$ cat src/rtl/ariane_pkg.sv
// ariane_pkg
// Front-end data types shared between the fetch entry issuer and decode.
//   exception_t         : cause / faulting value / valid flag
//   branchpredict_sbe_t : prediction attached to an entry (always zero here)
//   fetch_entry_t       : one instruction (or fault) handed to decode
package ariane_pkg;

    typedef struct packed {
        logic [63:0] cause;
        logic [63:0] tval;
        logic        valid;
    } exception_t;

    typedef struct packed {
        logic        valid;
        logic [63:0] predict_address;
    } branchpredict_sbe_t;

    typedef struct packed {
        logic [63:0]        address;
        logic [31:0]        instruction;
        branchpredict_sbe_t branch_predict;
        exception_t         ex;
    } fetch_entry_t;

endpackage

$ cat src/rtl/riscv.sv
// riscv
// Minimal RISC-V architectural constants used by the fetch path:
// XLEN-wide exception cause codes for instruction-side traps.
package riscv;

    localparam int unsigned XLEN = 64;

    typedef logic [XLEN-1:0] xlen_t;

    localparam xlen_t INSTR_ADDR_MISALIGNED = 64'd0;
    localparam xlen_t INSTR_ACCESS_FAULT    = 64'd1;

endpackage

$ cat src/rtl/fetch_entry_issuer.sv
// fetch_entry_issuer
// Turns 32-bit fetch words into instruction entries for decode and buffers
// them in a DEPTH-entry circular queue.
//
// Build option: define FETCH_ENTRY_RVC_EN to enable compressed-instruction
// support. With it, each word is split into 16-bit parcels, compressed
// parcels become their own entry, and an uncompressed instruction straddling
// two words is reassembled from a held upper half. Without it, each word is
// exactly one entry and a word address with bit 1 set raises a misaligned
// fetch exception.
//
// Ports:
//   clk_i               clock, rising edge
//   rst_ni              asynchronous active-low reset
//   flush_i             drop queued entries and any held half-instruction
//   valid_i / ready_o   fetch word handshake
//   data_i              fetch word (two parcels)
//   addr_i              address of first valid parcel
//   ex_valid_i          access fault on this fetch word
//   fetch_entry_o       queue head for decode
//   fetch_entry_valid_o queue not empty
//   fetch_entry_ready_i decode consumes the head
module fetch_entry_issuer #(
    parameter int unsigned DEPTH = 4
) (
    input  logic                     clk_i,
    input  logic                     rst_ni,
    input  logic                     flush_i,
    input  logic                     valid_i,
    output logic                     ready_o,
    input  logic [31:0]              data_i,
    input  logic [63:0]              addr_i,
    input  logic                     ex_valid_i,
    output ariane_pkg::fetch_entry_t fetch_entry_o,
    output logic                     fetch_entry_valid_o,
    input  logic                     fetch_entry_ready_i
);

    localparam int unsigned PW = $clog2(DEPTH);
    localparam int unsigned CW = $clog2(DEPTH + 1);

`ifdef FETCH_ENTRY_RVC_EN
    // Leave room for the two entries a single word may produce.
    localparam logic [CW-1:0] LP_READY_MAX = CW'(DEPTH - 2);
`else
    localparam logic [CW-1:0] LP_READY_MAX = CW'(DEPTH - 1);
`endif

    ariane_pkg::fetch_entry_t r_mem [DEPTH];
    logic [PW-1:0]            r_rd_ptr;
    logic [PW-1:0]            r_wr_ptr;
    logic [CW-1:0]            r_count;

    logic                     w_accept;
    logic                     w_pop;
    logic [1:0]               w_push_cnt;
    ariane_pkg::fetch_entry_t w_entry0;
    ariane_pkg::fetch_entry_t w_entry1;

    function automatic ariane_pkg::fetch_entry_t f_entry(input logic [63:0] addr,
                                                         input logic [31:0] instr);
        f_entry             = '0;
        f_entry.address     = addr;
        f_entry.instruction = instr;
    endfunction

    function automatic ariane_pkg::fetch_entry_t f_exc(input logic [63:0] addr,
                                                       input logic [63:0] cause,
                                                       input logic [63:0] tval);
        f_exc          = '0;
        f_exc.address  = addr;
        f_exc.ex.valid = 1'b1;
        f_exc.ex.cause = cause;
        f_exc.ex.tval  = tval;
    endfunction

    assign ready_o             = (r_count <= LP_READY_MAX);
    assign fetch_entry_valid_o = (r_count != '0);
    assign fetch_entry_o       = r_mem[r_rd_ptr];
    assign w_accept            = valid_i && ready_o;
    assign w_pop               = fetch_entry_valid_o && fetch_entry_ready_i;

`ifdef FETCH_ENTRY_RVC_EN
    typedef enum logic {ALIGNED, HALF} state_e;

    state_e      r_state;
    state_e      w_state_d;
    logic [15:0] r_held_parcel;
    logic [15:0] w_held_parcel_d;
    logic [63:0] r_held_addr;
    logic [63:0] w_held_addr_d;
    logic        w_upper_go;
    logic [63:0] w_upper_addr;

    always_comb begin
        w_push_cnt      = '0;
        w_entry0        = '0;
        w_entry1        = '0;
        w_state_d       = r_state;
        w_held_parcel_d = r_held_parcel;
        w_held_addr_d   = r_held_addr;
        w_upper_go      = 1'b0;
        w_upper_addr    = '0;
        if (w_accept) begin
            if (ex_valid_i) begin
                w_entry0   = f_exc((r_state == HALF) ? r_held_addr : addr_i,
                                   riscv::INSTR_ACCESS_FAULT, addr_i);
                w_push_cnt = 2'd1;
                w_state_d  = ALIGNED;
            end else begin
                if (r_state == HALF) begin
                    // Lower parcel completes the held instruction.
                    w_entry0     = f_entry(r_held_addr, {data_i[15:0], r_held_parcel});
                    w_push_cnt   = 2'd1;
                    w_upper_go   = 1'b1;
                    w_upper_addr = {addr_i[63:2], 2'b10};
                end else if (!addr_i[1]) begin
                    if (data_i[1:0] == 2'b11) begin
                        w_entry0   = f_entry(addr_i, data_i);
                        w_push_cnt = 2'd1;
                    end else begin
                        w_entry0     = f_entry(addr_i, {16'h0, data_i[15:0]});
                        w_push_cnt   = 2'd1;
                        w_upper_go   = 1'b1;
                        w_upper_addr = addr_i + 64'd2;
                    end
                end else begin
                    w_upper_go   = 1'b1;
                    w_upper_addr = addr_i;
                end

                if (w_upper_go) begin
                    if (data_i[17:16] != 2'b11) begin
                        if (w_push_cnt == 2'd0) begin
                            w_entry0 = f_entry(w_upper_addr, {16'h0, data_i[31:16]});
                        end else begin
                            w_entry1 = f_entry(w_upper_addr, {16'h0, data_i[31:16]});
                        end
                        w_push_cnt = w_push_cnt + 2'd1;
                        w_state_d  = ALIGNED;
                    end else begin
                        w_held_parcel_d = data_i[31:16];
                        w_held_addr_d   = w_upper_addr;
                        w_state_d       = HALF;
                    end
                end
            end
        end
    end

    always_ff @(posedge clk_i or negedge rst_ni) begin
        if (!rst_ni) begin
            r_state       <= ALIGNED;
            r_held_parcel <= '0;
            r_held_addr   <= '0;
        end else if (flush_i) begin
            r_state       <= ALIGNED;
            r_held_parcel <= '0;
            r_held_addr   <= '0;
        end else begin
            r_state       <= w_state_d;
            r_held_parcel <= w_held_parcel_d;
            r_held_addr   <= w_held_addr_d;
        end
    end
`else
    always_comb begin
        w_push_cnt = '0;
        w_entry0   = '0;
        w_entry1   = '0;
        if (w_accept) begin
            w_push_cnt = 2'd1;
            if (ex_valid_i) begin
                w_entry0 = f_exc(addr_i, riscv::INSTR_ACCESS_FAULT, addr_i);
            end else if (addr_i[1]) begin
                w_entry0 = f_exc(addr_i, riscv::INSTR_ADDR_MISALIGNED, addr_i);
            end else begin
                w_entry0 = f_entry(addr_i, data_i);
            end
        end
    end
`endif

    always_ff @(posedge clk_i or negedge rst_ni) begin
        if (!rst_ni) begin
            r_count  <= '0;
            r_rd_ptr <= '0;
            r_wr_ptr <= '0;
        end else if (flush_i) begin
            r_count  <= '0;
            r_rd_ptr <= '0;
            r_wr_ptr <= '0;
        end else begin
            r_count  <= r_count + CW'(w_push_cnt) - CW'(w_pop);
            r_rd_ptr <= r_rd_ptr + PW'(w_pop);
            r_wr_ptr <= r_wr_ptr + PW'(w_push_cnt);
        end
    end

    // Entry storage needs no reset: count gates everything that reads it.
    always_ff @(posedge clk_i) begin
        if (!flush_i) begin
            if (w_push_cnt != 2'd0) begin
                r_mem[r_wr_ptr] <= w_entry0;
            end
            if (w_push_cnt == 2'd2) begin
                r_mem[r_wr_ptr + PW'(1)] <= w_entry1;
            end
        end
    end

endmodule

$ cat config.mk
export PLATFORM = sky130hd
export DESIGN_NAME = fetch_entry_issuer
export DESIGN_NICKNAME = d
export VERILOG_FILES = /design/src/rtl/ariane_pkg.sv /design/src/rtl/riscv.sv /design/src/rtl/fetch_entry_issuer.sv
export SDC_FILE = /design/constraint.sdc
export NUM_CORES = 1
export LEC_CHECK = 0
export CAP_MARGIN = 30
export CORE_MARGIN = 2
export CORE_UTILIZATION = 54
export DETAILED_ROUTE_END_ITERATION = 7
export HOLD_SLACK_MARGIN = 0.12
export PLACE_DENSITY = 0.8
export SETUP_SLACK_MARGIN = 0.02
export SLEW_MARGIN = 20
export SYNTH_ARGS = -nofsm -noshare
export SYNTH_HDL_FRONTEND = slang
export SYNTH_SLANG_ARGS = --single-unit
$ cat constraint.sdc
create_clock -name clk_i -period 25.4 [get_ports clk_i]
set_clock_uncertainty 0.2 [all_clocks]
set_input_delay 6.35 -clock clk_i [delete_from_list [all_inputs] [get_ports clk_i]]
set_output_delay 6.35 -clock clk_i [all_outputs]
set_load 0.01 [all_outputs]
### Yosys cells after proc, flatten, opt, wreduce, memory -nomap -nowiden

Memories as Yosys holds them, arrays and structs flattened.
Index checks and enable logic that the tools add are counted.

| storage, ports and cells | value |
|---|---|
| memories | 1 |
| word-level logic and storage cells | 32 |
| output and inout port bits | 292 |
| flip-flop bits (word level) | 7 |
| RAM bits | 1160 |

| operators by class | value |
|---|---|
| mux-type cells | 16 |
| add/sub/neg operators | 5 |
| reductions and logical operators | 5 |
| magnitude comparators | 1 |
| eq/ne operators | 1 |

Memory list:

| memory | words | width | rd ports | clocked after memory_dff | wr ports | line | source |
|---|---|---|---|---|---|---|---|
| r_mem | 4 | 290 | 1 | 0 | 1 | fetch_entry_issuer.sv:49 | `ariane_pkg::fetch_entry_t r_mem [DEPTH];` |

Operator list:

| operator | number |
|---|---|
| 2-to-1 mux 290 bit | 2 |
| 2-to-1 mux 228 bit | 2 |
| OR reduction 290 bit | 1 |
| 2-to-1 mux 1 bit | 8 |
| 2-to-1 mux 2 bit | 3 |
| adder 2 x 1 -> 2 bit | 2 |
| adder 3 x 1 -> 3 bit | 1 |
| less-or-equal comparator 3 x 2 -> 1 bit, second input constant | 1 |
| 2-to-1 mux 3 bit | 1 |
| nonzero test 3 bit | 1 |
| subtractor 3 x 1 -> 3 bit | 1 |
| adder 2 x 1 -> 2 bit, second input constant | 1 |
| equality test 1 x 2 -> 1 bit, second input constant | 1 |
| logical AND 1 bit | 2 |
| nonzero test 2 bit | 1 |

### Longest topological paths before layout

| depth | value |
|---|---|
| depth in word-level cells | 9 |
| gate-level depth with buffers | 14 |

### Least setup slack after synthesis

OpenSTA, ideal clock, no wires.

| timing | value |
|---|---|
| path kind | input-to-reg |
| from | in valid_i |
| to | mem r_mem[3][0] (netlist name), enable pin |
| required time | 24.067 ns |
| path buffers | 2 |
| library setup time | 1.133 ns |
| slack | 0.953 ns |
| cell stages on the path | 4 |
| arrival time | 23.115 ns |
| cell sequence | nand2b_1 clkbuf_1 buf_2 nor4b_1 |

| between the ends | value |
|---|---|
| longest elaborated chain between the ends | 8 |

Ends and longest elaborated chain:

| element | line | source |
|---|---|---|
| from (decl) | fetch_entry_issuer.sv:29 | `input logic valid_i,` |
| logical AND 1 bit (*) | fetch_entry_issuer.sv:80 | `assign w_accept = valid_i && ready_o;` |
| 2-to-1 mux 1 bit (*) | fetch_entry_issuer.sv:171 | `if (w_accept) begin` |
| equality test 1 x 2 -> 1 bit | fetch_entry_issuer.sv:206 | `if (w_push_cnt == 2'd2) begin` |
| 2-to-1 mux 1 bit | fetch_entry_issuer.sv:206 |  |
| 2-to-1 mux 1 bit | fetch_entry_issuer.sv:202 | `if (!flush_i) begin` |
| 2-to-1 mux 1 bit (not written as such) | fetch_entry_issuer.sv:207 | `r_mem[r_wr_ptr + PW'(1)] <= w_entry1;` |
| OR reduction 290 bit (no source line) | - |  |
| 2-to-1 mux 2 bit (no source line) or 2-to-1 mux 1 bit (tied branches) | - |  |
| to (decl) | fetch_entry_issuer.sv:49 |  |

Every way passes the cells marked *; elsewhere a longest branch is shown, timed or not.

==> summary.md <==
| Metric | Value |
|---|---|
| Core area | `47800 um^2` |
| Dpl cells | `2044` |
| Die Width | `224 um` |
| Fmax | `93.5 MHz` |
| Worst relative slew slack | `34.7%` |
| Worst path required time | `18.85 ns` |
| Most common cell in the netlist | `edfxtp_1` |
| First-pass GRT wire length | `78700 um` |
| DRT antenna net count | `0` |
| Die extent in y | `224 um` |
| Full die area | `50300 um^2` |
| Synth Area per Inst | `21.5 um^2` |
| CTS tree | `done` |
| Layout cells sized above 1 | `20.5%` |
| Worst hold start | `r_wr_ptr[1]` |
| Root Buffer Master | `clkbuf_16` |
| Post-detail-place hpwl | `30200 um` |
| Setup violators final | `0` |
| Arr. time, crit path | `4.14 ns` |
| Syn Std Cell Area | `26200 um^2` |
| Starting density of the core | `54.8%` |
| Post-synth EDFFs | `644` |
| Total of max-cap violations | `0` |
| Drt wl/cell | `24.4 um` |
| Clk Latency, worst-skew pair | `0.59 ns` |
| Num CTS Buffers | `66` |
| Slew Viols, Final | `0` |
| Async set or reset register ratio after synthesis | `1.08%` |
| Fillers | `3140` |
| Worst-margin pin slew | `0.980 ns` |
| 1st-pass router iterations | `5` |
| Port Buffer Count | `265` |
| Vias in the first global route | `12915` |
| Num rows | `80` |
| Yosys reg bits | `651` |
| RSZ-0062 raised after global routing | `no` |
| Final hold vios | `0` |
| Final period util | `42.1%` |
| Final Cell Area | `31200 um^2` |
| Drc violations | `0` |
| PnR worst setup slack | `14.71 ns` |
| Setup TNS | `0 ns` |
| Status | `complete, no violations` |
| Resize count post-CTS | `0` |
| R2R depth | `12` |
| CP Launch Point | `r_rd_ptr[0]` |
| Slowest stage delay, CP | `0.86 ns` |
| HP Class | `register to register` |
| Cell chain of the critical path | `buf_4, buf_4, buf_16, mux4_2, clkdlybuf4s50_1` |
| Pwr Density | `95.2 nW/um^2` |
| Total grt overflow | `0` |
| Seq/Total Area, Yosys | `74.5%` |
| Worst Setup Start Kind | `register` |
| Peak supply drop | `0.0000691 V` |
| CP Max Fanout | `42` |
| Tot GR Track Use | `21.1%` |
| Synth warnings | `0` |
| Worst hold stages | `2` |
| Largest net degree at the start of global routing | `63` |
| Layout area overhead | `19.0%` |
| Fin cells | `2164` |
| Crit path time final | `10.69 ns` |
| Post-synth top cells | `edfxtp_1 (644), mux4_2 (161), buf_4 (138), nor3b_1 (67), nor4b_1 (64)` |
| Top cell by count, worst path | `buf_4` |
| Gp weighted congestion | `0.725` |
| Path type of the worst setup path | `register to output port` |
| CP max stage cell | `dfrtp_4` |
| Synth top area cells | `edfxtp_1 (74%), mux4_2 (14%), buf_4 (4.0%)` |
| Area share of the largest cell type after synthesis | `73.8%` |
| DR vias/cell | `5.77` |
| Clock Sinks | `651` |
| Placed cell areas | `29100 um^2` |
| Htree depth | `3` |
| Drt initial violations | `1172` |
| FF-to-FF Start | `r_count[2]` |
| Hold buffers post-CTS | `0` |
| Ports | `394` |
| Setup slack at placement | `14.93 ns` |
| Final #Nets | `1607` |
| Initial antenna violation count | `3` |
| Routed wire length | `52700 um` |
| Top_reg_cell synth | `edfxtp_1` |
| Leakage power | `9.93 nW` |
| Clock Path Buffers | `3` |
| Synth unique cells | `27` |
| Vias | `12480` |
| Synth area leader | `edfxtp_1` |
| Pwr Total | `0.00297 W` |
| Setup Buffers After CTS | `0` |
| Mapped Cells | `1219` |
| Clock-pin slew on the worst setup and hold paths | `0.06 ns` |
| Crit. End Element | `output port` |
[state kept, by name (all words and copies together), names as in the netlist]
register  cells
r_mem       644
r_count       3
r_rd_ptr      2
r_wr_ptr      2
[cells in the final DEF, fill, tap and decap left out]
cell type / count
nor3b_1: 67
inv_6: 1
ha_1: 5
nor2b_1: 3
conb_1: 128
nor2_4: 1
clkbuf_8: 3
nor4b_2: 1
nand2b_4: 1
nor4_2: 2
dfrtp_1: 5
nor3b_2: 30
or2_2: 1
diode_2: 3
clkinv_1: 12
nand2b_1: 2
nor3_1: 1
clkinvlp_4: 2
or3_1: 2
clkdlybuf4s50_1: 265
nor3_2: 1
dfrtp_4: 2
buf_16: 6
clkinv_2: 6
xor2_1: 1
buf_4: 24
nor2_1: 6
and3b_4: 1
clkbuf_16: 71
or4b_2: 1
xnor2_1: 2
bufinv_16: 2
nor4b_1: 63
edfxtp_1: 644
clkbuf_1: 18
mux4_2: 161
fa_1: 1
and2_1: 1
inv_1: 3
[worst paths after layout]
check | end | slack (ns)
worst max-delay path | fetch_entry_o[10] | 14.71
worst min-delay path | r_wr_ptr[1] | 0.45
worst max register to register | r_count[2] | 21.46
worst min register to register | r_wr_ptr[1] | 0.45
max in group asynchronous | r_rd_ptr[1] | 18.91
min in group asynchronous | r_rd_ptr[0] | 5.81
[report_power, final]
| group | internal, W | leakage [nW] | switching [W] | total [W] |
|---|---|---|---|---|
| logic | 0.000394 | 2.88 | 0.000343 | 0.000737 |
| registers | 0.00128 | 6.06 | 0.0000356 | 0.00131 |
| clock network | 0.000537 | 0.993 | 0.000380 | 0.000917 |
[worst max-delay path: cells and delay by family, from the launching register on]
| kind | cells | cell delay, ns |
|---|---|---|
| muxes | 1 | 0.54 |
| buffers and inverters | 4 | 2.09 |
| DFF | 1 | 0.86 |
[layer usage]
metal	wire length [um]	up-vias	global-route usage (%)	part of all wire, %
met5	0	-	0	0
met4	1370	0	8.29	2.6
met3	3590	91	4.96	6.8
met2	26900	457	34.1	51
met1	20900	6594	28.1	40
li1	-	5338	-	-
[per-stage QoR]
stage / hold WS (ns) / util, %
floorplan: 0.349 / -
global placement: 0.398 / 60.5
detailed placement: 0.429 / 60.8
CTS: 0.447 / 65.0
global route: 0.504 / 65.2
finish: 0.452 / 65.2
[logic make-up after synthesis]
group | share of synthesized area (%)
buffers and inverters | 5.28
multiplexers | 13.8
flip-flops | 74.5
AND/OR/NAND/NOR | 5.99
XOR/XNOR | 0.100
adder cells (fa/ha/maj) | 0.315
other | 0.0143
[layout make-up]
cell class                 instances  area [um^2]  share of cell area (%)
multi-input combinational        482         5830                    18.7
inverter                           3         11.3                  0.0361
timing repair buffer             295         3000                    9.62
sequential                       651        19500                    62.6
clock buffer                      92         1890                    6.05
clock inverter                    23          159                   0.510
tap                              615          769                    2.47
antenna                            3         7.51                  0.0241
Note: power is estimated with default switching activity, not from simulation.
